[src/rtl/md_rom_loader.sv]
// md_rom_loader: packs the iosys ROM byte stream into big-endian 16-bit SDRAM writes
// and gates the core run enable. Define MD_ROM_LOADER_CHECKSUM_EN for the checksum ports.
module md_rom_loader #(
  parameter int FIFO_DEPTH = 8,
  parameter int MAX_BYTES  = 8388608
) (
  input  logic        clk,
  input  logic        resetn,
  input  logic [2:0]  loading,
  input  logic [7:0]  rom_do,
  input  logic        rom_do_valid,
  output logic [21:0] mem_addr,
  output logic [15:0] mem_din,
  output logic [1:0]  mem_be,
  output logic        mem_req,
  input  logic        mem_ack,
  output logic        md_on,
  output logic [22:0] rom_size,
  output logic        overflow,
  output logic        busy
`ifdef MD_ROM_LOADER_CHECKSUM_EN
  ,
  output logic [15:0] checksum,
  output logic        checksum_ok
`endif
);

  localparam int          AW      = $clog2(FIFO_DEPTH);
  localparam int          EW      = 40;
  localparam logic [23:0] MAX_CNT = 24'(MAX_BYTES);
  localparam logic [AW:0] PTR_ONE = {{AW{1'b0}}, 1'b1};

  typedef enum logic [1:0] {
    ST_IDLE  = 2'd0,
    ST_LOAD  = 2'd1,
    ST_FLUSH = 2'd2,
    ST_RUN   = 2'd3
  } state_t;

  state_t        state_q;
  logic [2:0]    loading_q;
  logic          primed_q;
  logic [23:0]   cnt_q;
  logic [7:0]    hi_q;
  logic          overflow_q;
  logic          md_on_q;
  logic [22:0]   rom_size_q;
  logic          busy_q;
  logic [21:0]   mem_addr_q;
  logic [15:0]   mem_din_q;
  logic [1:0]    mem_be_q;
  logic          mem_req_q;

  logic [EW-1:0] fifo_mem_q [FIFO_DEPTH];
  logic [AW:0]   wr_ptr_q;
  logic [AW:0]   rd_ptr_q;

  logic          rise_s;
  logic          fall_s;
  logic          empty_s;
  logic          full_s;
  logic          req_idle_s;
  logic          byte_ok_s;
  logic          accept_s;
  logic          drop_s;
  logic          push_req_s;
  logic          push_s;
  logic          push_drop_s;
  logic          pop_s;
  logic          run_entry_s;
  logic [21:0]   push_addr_d;
  logic [15:0]   push_data_d;
  logic [1:0]    push_be_d;
  logic [EW-1:0] push_word_d;
  logic [EW-1:0] head_s;
  logic [22:0]   size_sat_s;

  // Edge detection, byte acceptance, FIFO push/pop decisions and run entry.
  always_comb begin
    rise_s      = (loading_q == 3'd0) && (loading != 3'd0);
    fall_s      = (loading_q != 3'd0) && (loading == 3'd0);
    empty_s     = (wr_ptr_q == rd_ptr_q);
    full_s      = (wr_ptr_q[AW] != rd_ptr_q[AW]) && (wr_ptr_q[AW-1:0] == rd_ptr_q[AW-1:0]);
    req_idle_s  = (mem_req_q == mem_ack);
    byte_ok_s   = (state_q == ST_LOAD) && rom_do_valid && (loading == 3'd1);
    accept_s    = byte_ok_s && (cnt_q < MAX_CNT);
    drop_s      = byte_ok_s && !(cnt_q < MAX_CNT);
    push_addr_d = cnt_q[22:1];
    push_data_d = {hi_q, rom_do};
    push_be_d   = 2'b11;
    push_req_s  = 1'b0;
    if (accept_s && cnt_q[0]) begin
      push_req_s = 1'b1;
    end else if ((state_q == ST_LOAD) && fall_s && cnt_q[0]) begin
      push_req_s  = 1'b1;
      push_data_d = {hi_q, 8'h00};
      push_be_d   = 2'b10;
    end else begin
      push_req_s = 1'b0;
    end
    push_word_d = {push_addr_d, push_data_d, push_be_d};
    head_s      = fifo_mem_q[rd_ptr_q[AW-1:0]];
    // A rise flushes the FIFO, so nothing stale may be issued on that cycle.
    pop_s       = !empty_s && req_idle_s && !rise_s;
    push_s      = push_req_s && (!full_s || pop_s);
    push_drop_s = push_req_s && full_s && !pop_s;
    if (rise_s) begin
      run_entry_s = 1'b0;
    end else if (state_q == ST_IDLE) begin
      run_entry_s = primed_q && (loading == 3'd0) && empty_s;
    end else if (state_q == ST_FLUSH) begin
      run_entry_s = empty_s && req_idle_s;
    end else begin
      run_entry_s = 1'b0;
    end
    size_sat_s = cnt_q[23] ? 23'h7F_FFFF : cnt_q[22:0];
  end

  // Word FIFO storage and pointers; a load rise discards anything not yet issued.
  always_ff @(posedge clk or negedge resetn) begin
    if (!resetn) begin
      wr_ptr_q <= '0;
      rd_ptr_q <= '0;
      for (int i = 0; i < FIFO_DEPTH; i++) begin
        fifo_mem_q[i] <= '0;
      end
    end else if (rise_s) begin
      wr_ptr_q <= '0;
      rd_ptr_q <= '0;
    end else begin
      if (push_s) begin
        fifo_mem_q[wr_ptr_q[AW-1:0]] <= push_word_d;
        wr_ptr_q                     <= wr_ptr_q + PTR_ONE;
      end
      if (pop_s) begin
        rd_ptr_q <= rd_ptr_q + PTR_ONE;
      end
    end
  end

  // Load sequencing, byte packing, write issue and the registered status outputs.
  always_ff @(posedge clk or negedge resetn) begin
    if (!resetn) begin
      state_q    <= ST_IDLE;
      loading_q  <= 3'd0;
      primed_q   <= 1'b0;
      cnt_q      <= 24'd0;
      hi_q       <= 8'h00;
      overflow_q <= 1'b0;
      md_on_q    <= 1'b0;
      rom_size_q <= 23'd0;
      busy_q     <= 1'b0;
      mem_addr_q <= 22'd0;
      mem_din_q  <= 16'h0000;
      mem_be_q   <= 2'b00;
      mem_req_q  <= 1'b0;
    end else begin
      loading_q <= loading;
      primed_q  <= 1'b1;
      if (pop_s) begin
        mem_addr_q <= head_s[39:18];
        mem_din_q  <= head_s[17:2];
        mem_be_q   <= head_s[1:0];
        mem_req_q  <= ~mem_req_q;
      end
      if (rise_s) begin
        state_q    <= ST_LOAD;
        busy_q     <= 1'b1;
        md_on_q    <= 1'b0;
        cnt_q      <= 24'd0;
        hi_q       <= 8'h00;
        overflow_q <= 1'b0;
      end else begin
        case (state_q)
          ST_IDLE: begin
            if (run_entry_s) begin
              state_q    <= ST_RUN;
              md_on_q    <= 1'b1;
              rom_size_q <= 23'd0;
              busy_q     <= 1'b0;
            end
          end
          ST_LOAD: begin
            if (accept_s) begin
              cnt_q <= cnt_q + 24'd1;
              if (!cnt_q[0]) begin
                hi_q <= rom_do;
              end
            end
            if (drop_s || push_drop_s) begin
              overflow_q <= 1'b1;
            end
            if (fall_s) begin
              state_q <= ST_FLUSH;
            end
          end
          ST_FLUSH: begin
            if (run_entry_s) begin
              state_q    <= ST_RUN;
              md_on_q    <= 1'b1;
              rom_size_q <= size_sat_s;
              busy_q     <= 1'b0;
            end
          end
          ST_RUN: begin
            state_q <= ST_RUN;
          end
          default: begin
            state_q <= ST_IDLE;
            md_on_q <= 1'b0;
            busy_q  <= 1'b0;
          end
        endcase
      end
    end
  end

`ifdef MD_ROM_LOADER_CHECKSUM_EN
  logic [15:0] csum_q;
  logic [15:0] hdr_sum_q;
  logic        csum_ok_q;

  // Running sum of packed words from byte 0x200 on, header word 0x18E, and the compare.
  always_ff @(posedge clk or negedge resetn) begin
    if (!resetn) begin
      csum_q    <= 16'h0000;
      hdr_sum_q <= 16'h0000;
      csum_ok_q <= 1'b0;
    end else if (rise_s) begin
      csum_q    <= 16'h0000;
      hdr_sum_q <= 16'h0000;
    end else begin
      if (push_req_s && (push_addr_d >= 22'h00_0100)) begin
        csum_q <= csum_q + push_data_d;
      end
      if (push_req_s && (push_addr_d == 22'h00_00C7)) begin
        hdr_sum_q <= push_data_d;
      end
      if (run_entry_s) begin
        csum_ok_q <= (csum_q == hdr_sum_q);
      end
    end
  end

  assign checksum    = csum_q;
  assign checksum_ok = csum_ok_q;
`endif

  assign mem_addr = mem_addr_q;
  assign mem_din  = mem_din_q;
  assign mem_be   = mem_be_q;
  assign mem_req  = mem_req_q;
  assign md_on    = md_on_q;
  assign rom_size = rom_size_q;
  assign overflow = overflow_q;
  assign busy     = busy_q;

endmodule

[config.mk]
export PLATFORM = sky130hd
export DESIGN_NAME = md_rom_loader
export DESIGN_NICKNAME = d
export VERILOG_FILES = /design/src/rtl/md_rom_loader.sv
export SDC_FILE = /design/constraint.sdc
export NUM_CORES = 1
export LEC_CHECK = 0
export CAP_MARGIN = 20
export CELL_PAD_IN_SITES_DETAIL_PLACEMENT = 1
export CELL_PAD_IN_SITES_GLOBAL_PLACEMENT = 1
export CORE_UTILIZATION = 35
export CTS_CLUSTER_DIAMETER = 200
export DETAILED_ROUTE_END_ITERATION = 12
export PLACE_DENSITY_LB_ADDON = 0.15
export SLEW_MARGIN = 20
export SYNTH_ARGS = -nofsm -noshare
export SYNTH_HDL_FRONTEND = slang
export SYNTH_SLANG_ARGS = --single-unit
[constraint.sdc]
create_clock -name clk -period 2.4 [get_ports clk]
set_input_delay 0.48 -clock clk [delete_from_list [all_inputs] [get_ports clk]]
set_output_delay 0.48 -clock clk [all_outputs]
set_load 0.05 [all_outputs]
==> metrics.md, run 1 <==
| Metric | Value |
|---|---|
| Largest net degree at the start of global routing | 83 |
| Die W | around 240 microns |
| Int Power | 14900 uW |
| Initial core utilization | between 30% and 40% |
| RePlAce Congestion | 0.761 |
| Num CTS Buffers | 50 |
| Pre-CTS WS | -0.731 ns |
| Worst-path clk slew | 0.06 ns |
| Layout cell share with drive strength beyond 1 | approximately 32% |
| Final instance area | 0.0239 sq mm |
| Layout Skew | 0.0167 ns |
| EDFF count, synth | 0 |
| Detail Route Antenna Nets | 0 |
| Unrepaired setup endpoints after global routing | yes |
| Port bufs | 81 |
| CP Class | reg -> reg |
| Switching share of total power | 32.7% |
| Static Leakage | about 0.011 uW |
| R2R setup slack | -0.001 ns |
| Sink Count | 433 |
| Worst Path Buf+Inv | 5 |
| Combinational Power Share | 27.3% |
| Synth-to-Final Area Change | 24.6% |
| Slowest stage cell, crit path | or3_4 |
| Maximum VDD drop | 0.535 mV |
| Clock Tree Root | clkbuf_16 |
| Max Slew Vio Count | 0 |
| Final setup margin | -0.00129 ns |
| GRT Resource Usage Total | 19.1% |
| Largest cells by area after synthesis | dfrtp_1 (56%), mux2_2 (9.5%), mux4_2 (9.4%) |
| Nets | around 1600 |
| RR Endpoint | fifo_mem_q[94]$_DFFE_PN0P_ |
| Post-synth ARST share | between 90% and 100% |
| Drt drc | 0 |
| Vias in the first global route | 12986 |
| Worst path max stage delay | 0.44 ns |
| Least-Margin Pin Slew | 1.02 ns |
| Clock share of power | 35.5% |
| GRT overflow | 0 |
| Failing checks | negative setup slack |
| Post-Syn Instances | 1395 |
| Final Hold Fails | 0 |
| Clk Latency, worst-skew pair | 0.59 ns |
| Worst Path Max Fanout | 6 |
| WL/cell | approximately 23 microns |
| Hold WC Path Type | in -> reg |
| Die ar. | 0.0559 sq mm |
| Maximum clock insertion buffer count | 3 |
| Hold_sp | loading[2] |
| Vias per inst | 5.20 |
| R2R cell count | 10 |
| Switching power | 7250 uW |
| Detailed Route WL | around 52000 microns |
| Pwr Density | around 930 mW/mm^2 |
| Hold worst-path end | loading_q[2]$_DFF_PN0_ |
| Seq/Total Area, Yosys | a little under three fifths |
| Synth top area share | a little under three fifths |
| Syn Nets | approximately 1400 |
| FMAX | around 420 MHz |
| Crit path top cell by count | buf_6 |
| Drt pass-1 iters | 4 |
| CP Data Arrival Time | about 2.9 ns |
| Mapped cell area | 0.0192 sq mm |
| Mean Syn Cell Area | approximately 14 sq um |
| Site row count | 85 |
| Hold Path Cell Cnt | 2 |
| Nature of the critical path startpoint | flip-flop |
| CP top delay family | buffers and inverters |
| Top cell type by total area after synthesis | dfrtp_1 |
| Crit share post-route | 100% |
| Initial antenna violation count | 0 |
| Final setup vio count | 1 |
| Antenna diodes | 0 |
| Top Ports | 82 |
| Maxcap violations | 0 |
| Via Count | around 12000 |
| Distinct cells, synth | 48 |
| Max H-tree Level | 2 |
| Sequential share of power | ~37% |
| CTS tree | yes |
| Placed Area | 0.0216 sq mm |
| Post-DP HPWL | 29800 microns |
| Run status | finished with violations |
| First-pass GRT wire length | between 80000 and 90000 microns |
| Worst slew margin | 31.7% |
| Core Region | around 0.054 sq mm |
| Reg2Reg Launch Point | loading_q[0]$_DFF_PN0_ |
| Required time of the critical path | 2.86 ns |
| Crit. End Element | flip-flop |
| Die Y | 236 microns |
| YS warnings | 0 |
| Worst-path cell chain | or3_4 -> inv_2 -> ha_4 -> o21bai_4 -> buf_6 -> o211ai_1 -> buf_4 -> buf_6 -> clkbuf_16 -> mux2_2 |
| Minimum clock period | between 2 and 2.5 ns |
| Yosys reg bits | about 430 |
| Initial DRC count | 585 |
| Synth Flop Type | dfrtp_1 |
[power groups by stage]
| stage | sequential [uW] | combinational [uW] | clock [uW] |
|---|---|---|---|
| CTS | 8260 | 6140 | 8100 |
| global placement | 8370 | 6060 | 0 |
| finish | 8250 | 6050 | 7860 |
| global route | 8330 | 6470 | 8380 |
| floorplan | 9610 | 2570 | 0 |
| detailed placement | 8390 | 6110 | 0 |
[per-layer routing]
metal  track usage [%]  vias to the layer above  wire length [microns]
met5                 0                        -                      0
met4              6.06                        0                   1170
met3              2.69                       73                   1740
met2              30.4                      182                  24600
met1              27.0                     6302                  24300
li1                  -                     5266                      -
[sequential cells by signal, indices dropped and copies added (netlist names)]
name and cells:
mem_addr 22, fifo_mem_q 320, primed_q 1, overflow 1, rom_size 23, mem_req 1
cnt_q 24, rd_ptr_q 4, loading_q 3, state_q 2, busy 1, mem_be 2
hi_q 8, md_on 1, wr_ptr_q 4, mem_din 16
[logic make-up (layout without fill, tap and decap cells)]
family	after synthesis	in the layout	synth area share, %
AOI/OAI and AO/OA	103	103	2.89
xor gates and xnor gates	32	32	1.46
adders and majority gates	5	5	0.325
buffers and inverters	118	301	2.69
DFF	433	433	56.4
muxes	425	425	29.7
other	1	1	0.0195
and+or+nand+nor	278	278	6.56
[final cells by class]
cell class              count  area [sq um]
fillers                  5406         30100
flip-flops and latches    433         10800
multi-input cells         844          8120
repair buffers            201          2350
clock buffers              76          1550
well taps                 696           871
clock inverters            14           161
inverters                  10          42.5
[stage by stage]
stage	total power (uW)	setup TNS (ns)	hold WS, ns	cells	utilization [%]
after floorplan	12200	-2.50	0.184	1395	-
after global placement	14400	-210.10	0.399	2155	40.0
after detailed placement	14500	-217.23	0.399	2155	40.0
after CTS	22500	-0.0169	0.233	2269	43.9
after global routing	23200	-1.37	0.179	2274	44.3
final	22200	-0.00129	0.172	2274	44.3
[worst max-delay path by stage]
stage | to | start | cells after the start
finish | fifo_mem_q[94]$_DFFE_PN0P_ | loading_q[0]$_DFF_PN0_ | 10
detailed placement | fifo_mem_q[317]$_DFFE_PN0P_ | loading[2] | 10
floorplan | fifo_mem_q[280]$_DFFE_PN0P_ | loading[2] | 7
global placement | fifo_mem_q[314]$_DFFE_PN0P_ | loading[2] | 10
global route | fifo_mem_q[94]$_DFFE_PN0P_ | loading_q[0]$_DFF_PN0_ | 10
CTS | fifo_mem_q[298]$_DFFE_PN0P_ | loading[2] | 11
[timing repair]
action | CTS | global route
gates resized for setup | 24 | 41
cloned | 8 | 4
endpoints found under the setup margin | 252 | 251
buffers inserted | 15 | 5
hold buffers | 1 | 0
pin swaps | 7 | 6
endpoints found under the hold margin | 27 | 0
[synth_stat cells (all sizes together), types with 3 or more instances]
master and number:
dfrtp 433, mux2 302, nor2 119, mux4 80, nand2 75, clkbuf 63, a21oi 57, buf 45
mux2i 43, o21ai 34, xnor2 21, nor3 13, nand3 11, nor4 11, xor2 11, and2 9
inv 9, nand2b 8, or2 7, nand4 6, ha 5, o211ai 5, or3 5, and3 3
and4 3
[cell usage in the layout (no fill, tap or decap), types with 11 or more instances in the layout]
cell / Yosys / final
xor2_1: 11 / 11
buf_12: 0 / 33
buf_6: 3 / 12
nor2_1: 119 / 119
buf_4: 0 / 63
mux2_1: 120 / 102
mux2_4: 20 / 52
clkdlybuf4s50_1: 0 / 75
dfrtp_1: 433 / 430
nand2_1: 75 / 75
o21ai_0: 34 / 34
a21oi_1: 57 / 57
mux4_2: 80 / 80
mux2_2: 162 / 148
clkbuf_8: 0 / 14
clkbuf_16: 0 / 57
mux2i_1: 43 / 43
xnor2_1: 21 / 20
Note: power is estimated with default switching activity, not from simulation.
==> inputs of run 2 (changes only) <==
--- a/config.mk
+++ b/config.mk
@@ -8,7 +8,7 @@
 export CAP_MARGIN = 20
 export CELL_PAD_IN_SITES_DETAIL_PLACEMENT = 1
 export CELL_PAD_IN_SITES_GLOBAL_PLACEMENT = 1
-export CORE_UTILIZATION = 35
+export CORE_UTILIZATION = 46
 export CTS_CLUSTER_DIAMETER = 200
 export DETAILED_ROUTE_END_ITERATION = 12
 export PLACE_DENSITY_LB_ADDON = 0.15
==> metrics.md, run 2 (synthesized netlist as in run 1, its figures left out) <==
| Metric | Value |
|---|---|
| Run status | finished with violations |
| Failing checks | design-rule violations, negative setup slack |
| Worst-path cell chain | or3_4 -> inv_2 -> ha_4 -> o21bai_4 -> buf_6 -> buf_6 -> o211ai_1 -> buf_6 -> clkbuf_16 -> mux2_4 |
| Pwr Density | 885 mW/mm^2 (-4.3%) |
| Final setup margin | -0.0758 ns (-0.0745 ns) |
| Most frequent cells in the layout | dfrtp_1 (430), nor2_1 (119), mux2_4 (109) |
| Maxcap violations | 0 (unchanged) |
| Pre-CTS WS | -0.671 ns (+0.0603 ns) |
| Hold WC Path Type | in -> reg |
| Core Region | 0.0410 sq mm (-24%) |
| Nets | 1588 (+1.8%) |
| Crit path depth | 10 (unchanged) |
| Maximum VDD drop | 0.710 mV (+33%) |
| CP Data Arrival Time | 2.93 ns (+0.07 ns) |
| Final Hold Fails | 0 (unchanged) |
| Commonest non-fill, non-tap cell in the layout | dfrtp_1 |
| FMAX | 404 MHz (-3.0%) |
| Placed Area | 0.0214 sq mm (-1.2%) |
| Required time of the critical path | 2.85 ns (about the same) |
| Site row count | 74 (-13%) |
| Worst Path Max Fanout | 6 (unchanged) |
| WL/cell | 25.3 microns (+11%) |
| Worst Path Buf+Inv | 5 (unchanged) |
| Crit. End Element | flip-flop |
| Worst slew margin | 32.1% (+0.39 points) |
| Max Slew Vio Count | 0 (unchanged) |
| Hold Path Cell Cnt | 2 (unchanged) |
| GRT overflow | 0 (unchanged) |
| Final Non-Filler Cells | 2135 (-6.1%) |
| Die W | 206 microns (-13%) |
| Top Ports | 82 (unchanged) |
| Worst-path clk slew | 0.06 ns (about the same) |
| Area of the multi-input gates | 0.00838 sq mm (+3.2%) |
| Reg2Reg Launch Point | loading_q[1]$_DFF_PN0_ |
| RePlAce Congestion | 0.762 (about the same) |
| Layout Skew | 0.0265 ns (+0.00974 ns) |
| Antenna diodes | 0 (unchanged) |
| Hold slack | 0.167 ns (-0.00558 ns) |
| Via Count | 12221 (+3.4%) |
| CTS tree | yes |
| GRT Resource Usage Total | 24.6% (+5.5 points) |
| Initial DRC count | 782 (+34%) |
| Detailed Route WL | 54100 microns (+4.2%) |
| Drt drc | 3 (+3) |
| R2R cell count | 10 (unchanged) |
| Vias in the first global route | 13267 (+2.2%) |
| Crit share post-route | 103% (+3.1 points) |
| Worst path max stage delay | 0.40 ns (-0.04 ns) |
| Final setup vio count | 67 (+66) |
| Least-Margin Pin Slew | 1.02 ns (-0.00584 ns) |
| Sink Count | 433 (unchanged) |
| Slowest stage cell, crit path | or3_4 |
| Maximum clock insertion buffer count | 3 (unchanged) |
| Tot Pwr | 21400 uW (-3.4%) |
| Clock Tree Root | clkbuf_16 |
| Layout cell share with drive strength beyond 1 | 33.5% (+1.2 points) |
| Initial core utilization | 46.9% (+11 points) |
| Static Leakage | 0.0116 uW (+2.7%) |
| Detail Route Antenna Nets | 0 (unchanged) |
| Minimum clock period | 2.48 ns (+0.0745 ns) |
| Crit path top cell by count | buf_6 |
| Unrepaired setup endpoints after global routing | yes |
| Initial antenna violation count | 0 (unchanged) |
| CP Class | reg -> reg |
| Placed Instances | 1999 (-7.2%) |
| Largest net degree at the start of global routing | 83 (unchanged) |
| Vias per inst | 5.72 (+10%) |
| Most flop-heavy register | fifo_mem_q |
| Die Y | 206 microns (-13%) |
| Num CTS Buffers | 46 (-8.0%) |
| Seq. cell area | 0.0108 sq mm (unchanged) |
| First-pass GRT wire length | 78900 microns (-3.1%) |
| CP top delay family | buffers and inverters |
| Fillers | 3866 (-28%) |
| Die ar. | 0.0426 sq mm (-24%) |
| Port bufs | 81 (unchanged) |
| Clk Latency, worst-skew pair | 0.59 ns (about the same) |
| Post-DP HPWL | 29200 microns (-2.1%) |
| R2R setup slack | -0.08 ns (-0.07 ns) |
| Drt pass-1 iters | 8 (+4) |
| Final instance area | 0.0242 sq mm (+0.94%) |
| Max H-tree Level | 2 (unchanged) |
| Synth-to-Final Area Change | 25.7% |
| Max reg flops | 320 (unchanged) |
| Hold_sp | loading[1] |
| Nature of the critical path startpoint | flip-flop |
| Origin of the worst setup path | loading_q[1]$_DFF_PN0_ |
==> run 2: changes by cell type in the layout (fill, tap and decap cells not counted), sizes merged <==
cell	previous run	this run
inv	9	11
buf	114	138
clkinvlp	5	1
bufinv	3	2
bufbuf	2	0
clkinv	7	8
clkdlybuf4s50	75	76
dlymetal6s2s	3	4
dlygate4sd2	2	0
clkbuf	80	85
==> run 2: stage by stage <==
step	util (%)	TNS, ns
CTS	56.8	-1.33
detailed placement	52.1	-215.62
floorplan	-	-2.50
global route	58.9	-9.29
finish	58.9	-2.23
global placement	52.1	-204.01
==> run 2: per-layer routing <==
layer  track usage [%]  routed length, microns
met3              3.34                    1930
met2              41.3                   27400
met1              33.0                   23500
met4              7.93                    1250
met5                 0                       0
==> run 2: repair_timing <==
item | CTS | global route
hold buffers | 1 | 0
endpoints found under the setup margin | 227 | 289
hold endpoints to repair | 41 | 0
gates cloned | 6 | 14
buffers inserted | 17 | 18
gates resized for setup | 36 | 117
pin swaps | 6 | 13
==> run 2: area by class of cell <==
| class | instances | share of cell area, % |
|---|---|---|
| clock buffer | 71 | 5.65 |
| clock inverter | 12 | 0.559 |
| inverter | 10 | 0.160 |
| multi-input combinational | 844 | 34.7 |
| sequential | 433 | 44.9 |
| tap | 532 | 2.75 |
| timing repair buffer | 233 | 11.3 |
==> run 2: final timing paths <==
check,end
hold / removal,loading_q[1]$_DFF_PN0_
setup / recovery,fifo_mem_q[92]$_DFFE_PN0P_
min in group asynchronous,mem_addr[16]$_DFFE_PN0P_
hold reg to reg,fifo_mem_q[281]$_DFFE_PN0P_
setup reg to reg,fifo_mem_q[92]$_DFFE_PN0P_
max in group asynchronous,fifo_mem_q[245]$_DFFE_PN0P_
==> run 2: power by group <==
part	internal [uW]	leakage [uW]	switching, uW
Combinational	2280	0.00490	3760
Sequential	7880	0.00594	363
Clock	4130	0.000737	2970
